`config.mk`:
```
export PLATFORM = sky130hd
export DESIGN_NAME = seq_pattern_tx
export DESIGN_NICKNAME = d
export VERILOG_FILES = /design/src/rtl/seq_pattern_tx.sv
export SDC_FILE = /design/constraint.sdc
export NUM_CORES = 1
export LEC_CHECK = 0
export ABC_AREA = 1
export BUFFER_PORTS_ARGS = -buffer_cell sky130_fd_sc_hd__buf_2
export CAP_MARGIN = 20
export CELL_PAD_IN_SITES_DETAIL_PLACEMENT = 0
export CELL_PAD_IN_SITES_GLOBAL_PLACEMENT = 1
export CORE_MARGIN = 10
export CORE_UTILIZATION = 39
export CTS_BUF_LIST = sky130_fd_sc_hd__clkbuf_8
export CTS_CLUSTER_SIZE = 25
export DETAILED_ROUTE_END_ITERATION = 16
export GPL_ROUTABILITY_DRIVEN = 0
export PLACE_DENSITY_LB_ADDON = 0.1
export RECOVER_POWER = 50
export SYNTH_ARGS = -nofsm -noshare
export SYNTH_HDL_FRONTEND = slang
export SYNTH_SLANG_ARGS = --single-unit
```
`constraint.sdc`:
```
create_clock -name clk -period 1.6 [get_ports clk]
set_input_delay 0.16 -clock clk [delete_from_list [all_inputs] [get_ports clk]]
set_output_delay 0.16 -clock clk [all_outputs]
set_load 0.02 [all_outputs]
```
`src/rtl/seq_pattern_tx.sv`:
```
// Serial bit-pattern transmitter: shifts the low len bits of a parallel word out MSB-first
// on C and keeps a saturating count of "110" windows seen on C.
module seq_pattern_tx #(
  parameter int WIDTH = 8,
  parameter int CNT_W = 8
) (
  input  logic                     clk,
  input  logic                     rst,
  input  logic [WIDTH-1:0]         din,
  input  logic [$clog2(WIDTH):0]   len,
  input  logic                     load_valid,
  output logic                     load_ready,
  output logic                     C,
  output logic                     C_valid,
  output logic                     busy,
  output logic                     done,
  output logic [CNT_W-1:0]         pat_cnt
);

  localparam int LW = $clog2(WIDTH) + 1;
  localparam int IW = $clog2(WIDTH);
  localparam logic [LW-1:0]    WIDTH_L  = LW'(WIDTH);
  localparam logic [CNT_W-1:0] CNT_MAX  = {CNT_W{1'b1}};
  localparam logic [0:0]       ST_IDLE  = 1'b0;
  localparam logic [0:0]       ST_SHIFT = 1'b1;

  logic [0:0]       state_q, state_d;
  logic [WIDTH-1:0] shreg_q, shreg_d;
  logic [IW-1:0]    idx_q, idx_d;
  logic             c_q, c_d;
  logic             c_valid_q, c_valid_d;
  logic             done_q, done_d;
  logic [1:0]       hist_q, hist_d;
  logic [CNT_W-1:0] cnt_q, cnt_d;
  logic [LW-1:0]    eff_len_s;
  logic [IW-1:0]    first_idx_s;

  // len of 0 or beyond WIDTH sends a full word; idx tracks the bit currently on C
  assign eff_len_s   = ((len == LW'(0)) || (len > WIDTH_L)) ? WIDTH_L : len;
  assign first_idx_s = IW'(eff_len_s - LW'(1));

  // Next-state logic for the frame shifter and the pattern counter
  always_comb begin
    state_d   = state_q;
    shreg_d   = shreg_q;
    idx_d     = idx_q;
    c_d       = 1'b0;
    c_valid_d = 1'b0;
    done_d    = 1'b0;
    hist_d    = {hist_q[0], c_q};
    if ((hist_q == 2'b11) && (c_q == 1'b0) && (cnt_q != CNT_MAX)) begin
      cnt_d = cnt_q + CNT_W'(1);
    end else begin
      cnt_d = cnt_q;
    end
    case (state_q)
      ST_IDLE: begin
        if (load_valid) begin
          state_d   = ST_SHIFT;
          shreg_d   = din;
          idx_d     = first_idx_s;
          c_d       = din[first_idx_s];
          c_valid_d = 1'b1;
        end else begin
          state_d   = ST_IDLE;
        end
      end
      ST_SHIFT: begin
        if (idx_q == IW'(0)) begin
          state_d = ST_IDLE;
          done_d  = 1'b1;
        end else begin
          idx_d     = idx_q - IW'(1);
          c_d       = shreg_q[idx_q - IW'(1)];
          c_valid_d = 1'b1;
        end
      end
      default: begin
        state_d = ST_IDLE;
      end
    endcase
  end

  // State registers with synchronous reset that aborts any frame in flight
  always_ff @(posedge clk) begin
    if (rst) begin
      state_q   <= ST_IDLE;
      shreg_q   <= '0;
      idx_q     <= '0;
      c_q       <= 1'b0;
      c_valid_q <= 1'b0;
      done_q    <= 1'b0;
      hist_q    <= 2'b00;
      cnt_q     <= '0;
    end else begin
      state_q   <= state_d;
      shreg_q   <= shreg_d;
      idx_q     <= idx_d;
      c_q       <= c_d;
      c_valid_q <= c_valid_d;
      done_q    <= done_d;
      hist_q    <= hist_d;
      cnt_q     <= cnt_d;
    end
  end

  assign load_ready = (state_q == ST_IDLE);
  assign busy       = (state_q == ST_SHIFT);
  assign C          = c_q;
  assign C_valid    = c_valid_q;
  assign done       = done_q;
  assign pat_cnt    = cnt_q;

endmodule

```
==> metrics list, run 1 <==
* Minimum setup slack in the final design: 0.190 ns
- Fraction of post-synthesis cell area in the top cell type by area: 0.383
- Proportion of synthesized chip area in sequential cells: 0.383
- In this run the clock root is driven by a clkbuf_8.
- The flow ran to the end, and the final reports show no timing, DRC or antenna violations.
- Post-synthesis net count: ~200
- Counting flops and latches in the post-synthesis netlist gives 24.
* Fin nets: 227
- Combinational share of power: 0.194
* Setup violations, final: 0
- Std-Cell Core Area: 0.00305 mm²
- In this run the number of cells on the critical path is 8.
- The via count of the first global-routing pass was 1147.
- Yosys attributes the largest share of cell area to dfxtp_1, nand2_1, inv_1.
- Fraction of power consumed by the clock network: 0.307
* Top routing layer in use: met4
* Cell at the slowest stage of the critical path: dfxtp_2
- CTS saw 24 sinks.
- Kind of critical path: register to register
- In this run the static leakage power is 0.647 nW.
- The detailed router put a total of 1270 µm of wire on met1.
- HPWL after DPL: between 2000 and 2500 µm
* Dominant cell type by area after synthesis: dfxtp_1
- Pre-CTS worst setup slack: 0.123 ns
* CP arrival: roughly 1.6 ns
- Minimum period implied by the final worst setup slack: 1.41 ns
- Yosys mapped the design onto 26 distinct sky130hd cell types.
- Summed over all nets, the switching power comes to 0.379 mW.
- Power share of the sequential group: 0.500
* Combined buffer and inverter count along the critical path: 2
* Drc violations: 0
* Required time reported for the critical path endpoint: 1.80 ns
- All-Layer GR Usage: 0.101
- The number of failing hold endpoints at the final stage is 0.
- Share of layout cells above drive strength 1: 0.164
* Power per cell area: 910 mW/mm²
- Count of buffers added by post-CTS timing repair for setup: 0
* Vias post-DR: approximately 1200
- STA classifies the critical path endpoint as a register.
- Across the run, the number of max-cap violations was 0.
- Mean Syn Cell Area: between 6 and 7 µm²
- The internal portion of the total power is 0.953 mW.
- CP startpoint kind: register
- Number of buffers inserted by port buffering: 27
- Min-delay worst type: input pin to register
- R2R cell count: 8
- Clock Pin Slew Worst Setup and Hold Paths: 0.08 ns
* Std cell rows: 20
- Of the total power, the share spent switching nets is 0.285.
- Counting along the longest clock path gives a buffer depth of 2.
- Final Routed Wirelength: 2940 µm
* Maximum number of pins on one net before global-route repair: 17
- Max VDD drop: 0.000445 V
- Vias per cell: approximately 4.7
- H-tree depth: 1
- Drt first-iter violations: 49
- Detail Route met2 WL: about 1500 µm
- Antenna viol nets, final: 0
- Iteration count of the initial detailed-routing pass: 4
- In this run the count of I/O pins placed on the die edge is 28.
- On the critical path the largest part of the delay comes from flip-flops.
- Number of antenna violations at the first check in global routing: 0
- For the final database, setup skew stands at between 0.003 and 0.004 ns.
- Gate count of the mapped netlist: 180
- 0 antenna diodes ended up in the layout.
- Starting utilization of the core area: 0.411
* Critical path, cell by cell: inv_1, ha_1, inv_1, nor2_1, nand2_1, nand3_1, nand3_1, a21oi_1
* Final standard cell utilization of the core: 0.480
- In this run, CTS created clock tree buffers numbering 3.
* Fin. max-slew vios: 0
* Critical path fanouts, max: 7
- DIE AREA: just under 0.006 mm²
- After synthesis the cells add up to 0.00125 mm².
- Slowest Stage Delay on Critical Path: 0.38 ns
* Relative slew slack: 0.695
* Insertion delay of the later-clocked pin in the worst-skew pair: about 0.26 ns
* Area added between synthesis and finish: 16.8%
- Yosys synthesis warning count: 0
- Width of the chip: 76.7 µm
- Summed over all layers, the global routing overflow is 0.
- In the detailed route, the total length drawn on met3 is 131 µm.
- TritonCTS built the clock tree.
- The first global-routing pass estimated 5040 µm of wire.
- Fmax: 709 MHz
- Period utilization: 0.881
* Y dimension of the die: 76.7 µm
- DR WL/cell: 11.7 µm
* Worst Hold Depth: 3
* Slew at the pin closest to its max-slew limit: roughly 0.46 ns
==> worst register-to-register path: stages (launching register included) <==
cell	delay (ns)
dfxtp_2	0.38
inv_1	0.11
ha_1	0.31
inv_1	0.08
nor2_1	0.11
nand2_1	0.07
nand3_1	0.08
nand3_1	0.08
a21oi_1	0.14
==> per-layer routing <==
metal,up-vias,global-route usage
met5,-,0
met4,0,0.0279
met3,4,0.0361
met2,17,0.191
met1,538,0.100
li1,631,-
==> Yosys cell counts <==
cell and instances:
xnor2_1 2, nor2_2 1, nand2_1 35, nand3_1 14, inv_4 1, nand2_2 3, buf_2 2, inv_1 25
o211ai_1 1, o21ai_1 2, o221ai_1 1, buf_4 2, nand2_4 1, a21oi_1 15, o21ai_0 15, a21oi_2 2
nor2_1 16, ha_1 4, inv_2 3, a31oi_1 1, xor2_1 2, nor3_1 2, clkinv_1 1, nand3b_1 4
nor3_2 1, dfxtp_1 24
==> area by class of cell <==
class	count	area (µm²)
clock buffer	4	55.1
tap	44	55.1
inverter	30	115
fill	335	1590
multi-input combinational	122	636
timing repair buffer	27	121
sequential	24	482
==> flip-flops by register name, summed over array words and instances (netlist names) <==
name,flops
hist_q,2
C,1
done,1
pat_cnt,8
shreg_q,8
C_valid,1
idx_q,3
==> cell usage in the layout (no fill, tap or decap), types with 11 or more instances in the layout <==
cell type   n
nand3_1    14
inv_1      25
nor2_1     16
a21oi_1    15
nand2_1    34
dfxtp_1    23
o21ai_0    15
clkbuf_1   11
buf_2      16
==> metrics by stage <==
stage	instance area (µm²)	instances	hold WS, ns	TNS, ns	power [mW]
2_1_floorplan	1250	180	0.307	0	0.867
3_3_place_gp	1420	247	0.409	0	0.937
3_5_place_dp	1420	247	0.415	0	0.938
4_1_cts	1470	251	0.150	0	1.36
5_1_grt	1460	251	0.168	-0.00197	1.42
6_report	1460	251	0.154	0	1.33
==> kinds of logic (layout without fill, tap and decap cells) <==
logic type | Yosys count | after routing | synth area share
AND/OR/NAND/NOR | 77 | 77 | 0.277
AO/OA/AOI/OAI | 37 | 37 | 0.160
flip-flops | 24 | 24 | 0.383
buffers and inverters | 34 | 61 | 0.112
adder cells (fa/ha/maj) | 4 | 4 | 0.0399
XOR/XNOR | 4 | 4 | 0.0279
==> timing repair <==
item	CTS	global route
setup endpoints to repair	0	3
gates resized for setup	0	2
hold buffers	0	0
endpoints found under the hold margin	0	0
==> worst paths after layout <==
check,to,from,slack [ns]
setup / recovery,C$_SDFF_PP0_,idx_q[0]$_SDFFE_PP0P_,0.19
hold / removal,shreg_q[3]$_SDFFE_PP0P_,din[3],0.15
setup reg to reg,C$_SDFF_PP0_,idx_q[0]$_SDFFE_PP0P_,0.19
hold reg to reg,hist_q[1]$_SDFF_PP0_,hist_q[0]$_SDFF_PP0_,0.43
==> power by group through the flow <==
stage | Combinational [mW] | Sequential (mW) | Clock [mW]
6_report | 0.258 | 0.665 | 0.408
3_3_place_gp | 0.258 | 0.679 | 0
2_1_floorplan | 0.189 | 0.678 | 0
5_1_grt | 0.299 | 0.671 | 0.450
4_1_cts | 0.260 | 0.665 | 0.435
3_5_place_dp | 0.259 | 0.678 | 0
Note: power is estimated with default switching activity, not from simulation.
==> run 2: changes to the inputs <==
--- a/config.mk
+++ b/config.mk
@@ -12,7 +12,7 @@
 export CELL_PAD_IN_SITES_GLOBAL_PLACEMENT = 1
 export CORE_MARGIN = 10
 export CORE_UTILIZATION = 39
-export CTS_BUF_LIST = sky130_fd_sc_hd__clkbuf_8
+export CTS_BUF_LIST = sky130_fd_sc_hd__clkbuf_4 sky130_fd_sc_hd__clkbuf_8
 export CTS_CLUSTER_SIZE = 25
 export DETAILED_ROUTE_END_ITERATION = 16
 export GPL_ROUTABILITY_DRIVEN = 0
==> metrics list, run 2 (same netlist as run 1, synthesis figures left out) <==
- Critical path fanouts, max: 7 (unchanged)
- The number of cells traversed by the worst register-to-register path was 8 (unchanged).
- H-tree depth: 1 (unchanged)
- Maximum number of pins on one net before global-route repair: 17 (unchanged)
* Most common library cell in the layout ignoring fill and taps: nand2_1 (unchanged)
- The classification of the worst-slack hold path was input pin to register (unchanged).
- Setup repair after global routing left no endpoint under its margin.
- The timing endpoint of the critical path is C$_SDFF_PP0_ (unchanged).
- The worst hold slack is 0.0905 ns (was 0.154 ns).
- The maximum clock path buffer count is 2 (unchanged).
- The count of placed standard cells in the final layout, fillers left out came to 251 (unchanged).
- The static leakage power came to 0.639 nW (was 0.647 nW).
- The data required time of the worst path is 1.86 ns (was 1.80 ns).
- The peak ir drop on the vdd network came to 0.000651 V (was 0.000445 V).
- The average wire per cell in the routed design is 11.7 µm (about the same).
- Kind of critical path: register to register (unchanged)
* Global route total overflow: 0 (unchanged)
- Std cell rows: 20 (unchanged)
* Max cap viols: 0 (unchanged)
- The number of inserted diodes is 0 (unchanged).
- The final number of setup-violating endpoints is 0 (unchanged).
- The number of placed I/O pins is 28 (unchanged).
- Area post-placement: 0.00142 mm² (unchanged)
- Number of antenna violations at the first check in global routing: 0 (unchanged)
- Total power draw: 1.25 mW (was 1.33 mW)
- The effective utilization at floorplan was 0.411 (unchanged).
- The first-pass GRT wire length is 5040 µm (about the same).
- Most frequent cells in the layout: nand2_1, inv_1, dfxtp_1, nor2_1, buf_2 (unchanged)
- Fin nets: 227 (unchanged)
- Relative slew slack: 0.696 (was 0.695)
- All-Layer GR Usage: 0.101 (unchanged)
* CP arrival: 1.66 ns (was 1.61 ns)
- Insertion delay of the later-clocked pin in the worst-skew pair: 0.32 ns (was 0.26 ns)
- Clock tree from TritonCTS: yes (unchanged)
- The number of vias per cell after detailed routing was 4.77 (was 4.74).
- The count of TritonRoute iterations in the first routing pass came to 4 (unchanged).
- The number of vias in the routed layout is 1197 (was 1190).
- The worst clock skew came to 0.00272 ns (was 0.00307 ns).
- The post-route cell area came to 0.00145 mm² (was 0.00146 mm²).
- The number of cells in the design after placement was 247 (unchanged).
* Hold violation total from the final report: 0 (unchanged)
- Period utilization: 0.878 (was 0.881)
- The number of remaining DRC errors was 0 (unchanged).
* Root buf cell: clkbuf_4 (was clkbuf_8)
* Final standard cell utilization of the core: 0.474 (was 0.480)
- CP startpoint kind: register (unchanged)
- The share of final-layout standard cells stronger than drive strength 1 was 0.164 (unchanged).
- The number of clock sinks is 24 (unchanged).
- Worst R2R Start: idx_q[0]$_SDFFE_PP0P_ (unchanged)
* Result of the run: completed (unchanged)
* Power per cell area: 863 mW/mm² (was 910 mW/mm²)
- The number of buffers inserted by port buffering is 27 (unchanged).
- Fmax: 712 MHz (was 709 MHz)
- Worst-case register-to-register setup slack: 0.20 ns (was 0.19 ns)
* Antenna viol nets, final: 0 (unchanged)
* Crit path capture type: register (unchanged)
* Final-layout setup total negative slack: 0 ns (unchanged)
* Clock Pin Slew Worst Setup and Hold Paths: 0.13 ns (was 0.08 ns)
* Minimum setup slack in the final design: 0.196 ns (was 0.190 ns)
- The width of the chip is 76.7 µm (unchanged).
- The endpoint of the most critical register-to-register path is C$_SDFF_PP0_ (unchanged).
- Pre-CTS worst setup slack: 0.123 ns (unchanged)
* DIE AREA: 0.00588 mm² (unchanged)
- HPWL after DPL: 2360 µm (unchanged)
* Number of CTS-inserted buffers: 3 (unchanged)
- Minimum period implied by the final worst setup slack: 1.40 ns (was 1.41 ns)
* Y dimension of the die: 76.7 µm (unchanged)
- The via count of the first global-routing pass is 1153 (was 1147).
* Area added between synthesis and finish: 15.5% (was 16.8%)
* Final Routed Wirelength: 2940 µm (about the same)
- The placeable core region is 0.00305 mm² (unchanged).
- The worst setup path startpoint is idx_q[0]$_SDFFE_PP0P_ (unchanged).
* Fin. max-slew vios: 0 (unchanged)
* Drt first-iter violations: 34 (was 49)
- Slew at the pin closest to its max-slew limit: 0.456 ns (was 0.457 ns)
[run 2: cell type report]
class / instances / area, µm²
Fill cell: 341 / 1610
Multi-Input combinational cell: 122 / 636
Sequential cell: 24 / 484
Timing Repair Buffer: 27 / 121
Inverter: 30 / 115
Tap cell: 44 / 55.1
Clock buffer: 4 / 36.3
[run 2: layer usage]
layer | vias up | track usage | wire [µm]
li1 | 630 | - | -
met1 | 544 | 0.101 | 1240
met2 | 21 | 0.188 | 1530
met3 | 2 | 0.0396 | 144
met4 | 0 | 0.0279 | 18
met5 | - | 0 | 0
[run 2: timing repair]
| action | in CTS | in global routing |
|---|---|---|
| buffers inserted | 0 | 0 |
| gates resized for setup | 0 | 3 |
| endpoints found under the setup margin | 0 | 4 |
| hold buffers | 0 | 0 |
[run 2: critical path: stages (launching register included)]
cell and delay (ns):
dfxtp_4 0.40, inv_1 0.09, ha_1 0.31, inv_1 0.08, nor2_1 0.11, nand2_1 0.07, nand3_1 0.08, nand3_1 0.08
a21oi_1 0.14
[run 2: power by group]
part | switching, mW | internal [mW]
combinational | 0.161 | 0.0971
clock | 0.185 | 0.139
sequential | 0.0294 | 0.637
total | 0.376 | 0.873
[run 2: worst min path at each step]
stage,endpoint,cells past startpoint,slack (ns),from
floorplan,shreg_q[6]$_SDFFE_PP0P_,2,0.31,din[6]
global placement,hist_q[1]$_SDFF_PP0_,2,0.41,hist_q[0]$_SDFF_PP0_
detailed placement,hist_q[1]$_SDFF_PP0_,2,0.42,hist_q[0]$_SDFF_PP0_
CTS,shreg_q[3]$_SDFFE_PP0P_,3,0.09,din[3]
global route,shreg_q[5]$_SDFFE_PP0P_,3,0.1,din[5]
finish,shreg_q[3]$_SDFFE_PP0P_,3,0.09,din[3]
==> run 3: changes to the inputs <==
--- a/config.mk
+++ b/config.mk
@@ -11,8 +11,7 @@
 export CELL_PAD_IN_SITES_DETAIL_PLACEMENT = 0
 export CELL_PAD_IN_SITES_GLOBAL_PLACEMENT = 1
 export CORE_MARGIN = 10
-export CORE_UTILIZATION = 39
-export CTS_BUF_LIST = sky130_fd_sc_hd__clkbuf_4 sky130_fd_sc_hd__clkbuf_8
+export CORE_UTILIZATION = 37
 export CTS_CLUSTER_SIZE = 25
 export DETAILED_ROUTE_END_ITERATION = 16
 export GPL_ROUTABILITY_DRIVEN = 0
==> metrics list, run 3 (same netlist as run 1, synthesis figures left out) <==
- Fill cells: 382 (was 341)
- The worst-skew pair later-pin latency is 0.31 ns (was 0.32 ns).
- Y dimension of the die: 78.2 µm (was 76.7 µm)
- Critical path, cell by cell: inv_2, nand2_1, inv_2, o21ai_0, o221ai_1, inv_1 (was inv_1, ha_1, inv_1, nor2_1, nand2_1, nand3_1, nand3_1, a21oi_1).
* Vias per cell: 4.60 (was 4.77)
- H-tree depth: 1 (unchanged)
* Switching power summed over all nets: 0.374 mW (was 0.376 mW)
- The clock tree root driver cell is clkbuf_4 (unchanged).
- Number of sinks driven by the clock tree: 24 (unchanged)
* CP arrival: 1.71 ns (was 1.66 ns)
- Hold Path Sink: shreg_q[1]$_SDFFE_PP0P_ (was shreg_q[3]$_SDFFE_PP0P_)
- The post-layout minimum cycle time is 1.45 ns (was 1.40 ns).
* Slowest Stage Delay on Critical Path: 0.51 ns (was 0.40 ns)
- The row count is 21 (was 20).
* Via count of the first global-routing pass: 1190 (was 1153)
- The number of placed I/O pins is 28 (unchanged).
- Share of layout cells above drive strength 1: 0.182 (was 0.164)
* Maximum number of pins on one net before global-route repair: 17 (unchanged)
* Area added between synthesis and finish: 18.2% (was 15.5%)
- The TritonCTS buffer count was 3 (unchanged).
* Period utilization: 0.906 (was 0.878)
- HPWL after DPL: 2340 µm (was 2360 µm)
- The actual slew at the worst max-slew pin came to 0.421 ns (was 0.456 ns).
* Kind of critical path: register to register (unchanged)
- The part of the power in registers was 0.488 (was 0.533).
* Antenna viol nets, final: 0 (unchanged)
- The most common cell after layout, fill and taps aside was nand2_1 (unchanged).
- The number of remaining DRC errors is 0 (unchanged).
- Hold violation total from the final report: 0 (unchanged)
- Max cap viols: 0 (unchanged)
- R2R cell count: 6 (was 8)
* Worst hold slack across all endpoints: 0.0910 ns (was 0.0905 ns)
- In this design, the critical path's most frequently occurring cell is inv_2.
- Clock tree from TritonCTS: yes (unchanged)
- Result of the run: completed (unchanged).
- The internal power came to 0.989 mW (was 0.873 mW).
* Fin nets: 229 (was 227)
- The maximum clock path buffer count came to 2 (unchanged).
- FF/Latch Area: 483 µm² (was 484 µm²)
- The worst-path cell with the longest stage delay is dfxtp_1 (was dfxtp_4).
- The clock-pin slew reported for the worst setup and hold paths after clock tree synthesis was 0.14 ns (was 0.13 ns).
* Width of the chip: 78.2 µm (was 76.7 µm)
- Layer with the highest usage: met2 (unchanged)
- The peak ir drop on the vdd network is 0.000328 V (was 0.000651 V).
- The clock power share was 0.320 (was 0.260).
- The worst clock skew came to 0.00799 ns (was 0.00272 ns).
- Fin. max-slew vios: 0 (unchanged)
* DR WL/cell: 11.4 µm (was 11.7 µm)
- Combined area of the multi-input logic cells: 636 µm² (unchanged)
- Most frequent cells in the layout: nand2_1, inv_1, dfxtp_1, buf_2, nor2_1 (was nand2_1, inv_1, dfxtp_1, nor2_1, buf_2)
* Number of diodes added for antenna fixing: 0 (unchanged)
* All-Layer GR Usage: 0.103 (was 0.101)
* First-pass GRT wire length: 5330 µm (was 5040 µm)
- Fmax: 690 MHz (was 712 MHz)
- Vias post-DR: 1172 (was 1197)
- Drt first-iter violations: 75 (was 34)
- The met1 demand-to-capacity share in global routing is 0.137 (was 0.101).
- Setup violations, final: 0 (unchanged)
- Final-layout setup total negative slack: 0 ns (unchanged)
- Critical path fanouts, max: 13 (was 7)
- Area post-placement: 0.00144 mm² (was 0.00142 mm²)
* Std-Cell Core Area: 0.00331 mm² (was 0.00305 mm²)
* Iteration count of the initial detailed-routing pass: 4 (unchanged)
- The power density over the cells came to 920 mW/mm² (was 863 mW/mm²).
- The initial antenna violation count came to 0 (unchanged).
- The number of cells traversed by the worst hold path is 3 (unchanged).
- The number of buffers inserted by port buffering came to 27 (unchanged).
- Required time reported for the critical path endpoint: 1.87 ns (was 1.86 ns)
- The source of the worst hold timing path is din[1] (was din[3]).
- Final design instance area without fill: 0.00148 mm² (was 0.00145 mm²)
- The type of origin of the critical path is a register (unchanged).
- The worst max-slew margin expressed relative to the limit is 0.719 (was 0.696).
- The met2 track demand over resource in global routing is 0.153 (was 0.188).
- The classification of the worst-slack hold path was input pin to register (unchanged).
- DIE AREA: 0.00612 mm² (was 0.00588 mm²)
- Combinational share of power: 0.192 (was 0.207)
- The startpoint of the worst-slack reg-to-reg timing path is C_valid$_SDFF_PP0_ (was idx_q[0]$_SDFFE_PP0P_).
- The worst-case register-to-register setup slack is 0.15 ns (was 0.20 ns).
* RR Endpoint: idx_q[0]$_SDFFE_PP0P_ (was C$_SDFF_PP0_)
* RSZ-0062 raised after global routing: false (unchanged)
* Crit path capture type: register (unchanged)
- Leakage Power: 0.657 nW (was 0.639 nW)
* Final Routed Wirelength: 2910 µm (was 2940 µm)
- Switching portion of total power: 0.274 (was 0.301)
* Starting utilization of the core area: 0.379 (was 0.411)
* Global Route met3 Usage: 0.0330 (was 0.0396)
- Global route total overflow: 0 (unchanged)
==> run 3: cell count changes in the layout (fill, tap and decap cells not counted), sizes merged <==
cell,before,now
buf,16,19
bufinv,0,1
clkbuf,15,13
==> run 3: repair_timing <==
action	in CTS	in global routing
hold endpoints to repair	0	0
hold buffers	0	0
setup buffers	0	0
gates resized for setup	0	4
setup endpoints to repair	0	7
==> run 3: cell type report <==
type                       count  area share
tap                           46      0.0389
clock inverter                 1      0.0203
clock buffer                   3      0.0152
sequential                    24       0.326
multi-input combinational    122       0.429
timing repair buffer          29      0.0929
inverter                      30      0.0777
==> run 3: power by group through the flow <==
stage          clock network [mW]  registers (mW)  logic (mW)
2_1_floorplan                   0           0.678       0.189
3_3_place_gp                    0           0.677       0.262
3_5_place_dp                    0           0.677       0.266
4_1_cts                     0.458           0.664       0.267
5_1_grt                     0.476           0.672       0.307
6_report                    0.436           0.665       0.262
==> run 3: how the worst max path moves through the flow <==
stage / startpoint / to / slack, ns / cells after the start
floorplan: pat_cnt[1]$_SDFFE_PP0P_ / pat_cnt[3]$_SDFFE_PP0P_ / 0.17 / 10
global placement: idx_q[0]$_SDFFE_PP0P_ / idx_q[0]$_SDFFE_PP0P_ / 0.15 / 8
detailed placement: idx_q[0]$_SDFFE_PP0P_ / idx_q[0]$_SDFFE_PP0P_ / 0.1 / 8
CTS: idx_q[0]$_SDFFE_PP0P_ / C$_SDFF_PP0_ / 0.07 / 8
global route: idx_q[0]$_SDFFE_PP0P_ / C$_SDFF_PP0_ / 0.008 / 8
finish: C_valid$_SDFF_PP0_ / idx_q[0]$_SDFFE_PP0P_ / 0.15 / 6
==> run 3: critical path, delay by kind of cell, from the launching register on <==
| kind | cells | cell delay, ns |
|---|---|---|
| flops | 1 | 0.51 |
| simple gates | 1 | 0.26 |
| buf+inv | 3 | 0.33 |
| compound gates | 2 | 0.29 |
==> run 3: per-layer routing <==
metal | up-vias | share of wire | wire length [µm]
met5 | - | 0 | 0
met1 | 508 | 0.52 | 1510
li1 | 637 | - | -
met4 | 0 | 0.0069 | 20
met3 | 2 | 0.067 | 194
met2 | 25 | 0.41 | 1180
==> run 3: metrics by stage <==
stage	instances	power (mW)	util	worst slack, ns
floorplan	180	0.867	-	0.174
global placement	251	0.939	0.434	0.149
detailed placement	251	0.943	0.434	0.0951
CTS	255	1.39	0.450	0.0718
global route	255	1.46	0.447	0.00762
finish	255	1.36	0.447	0.150
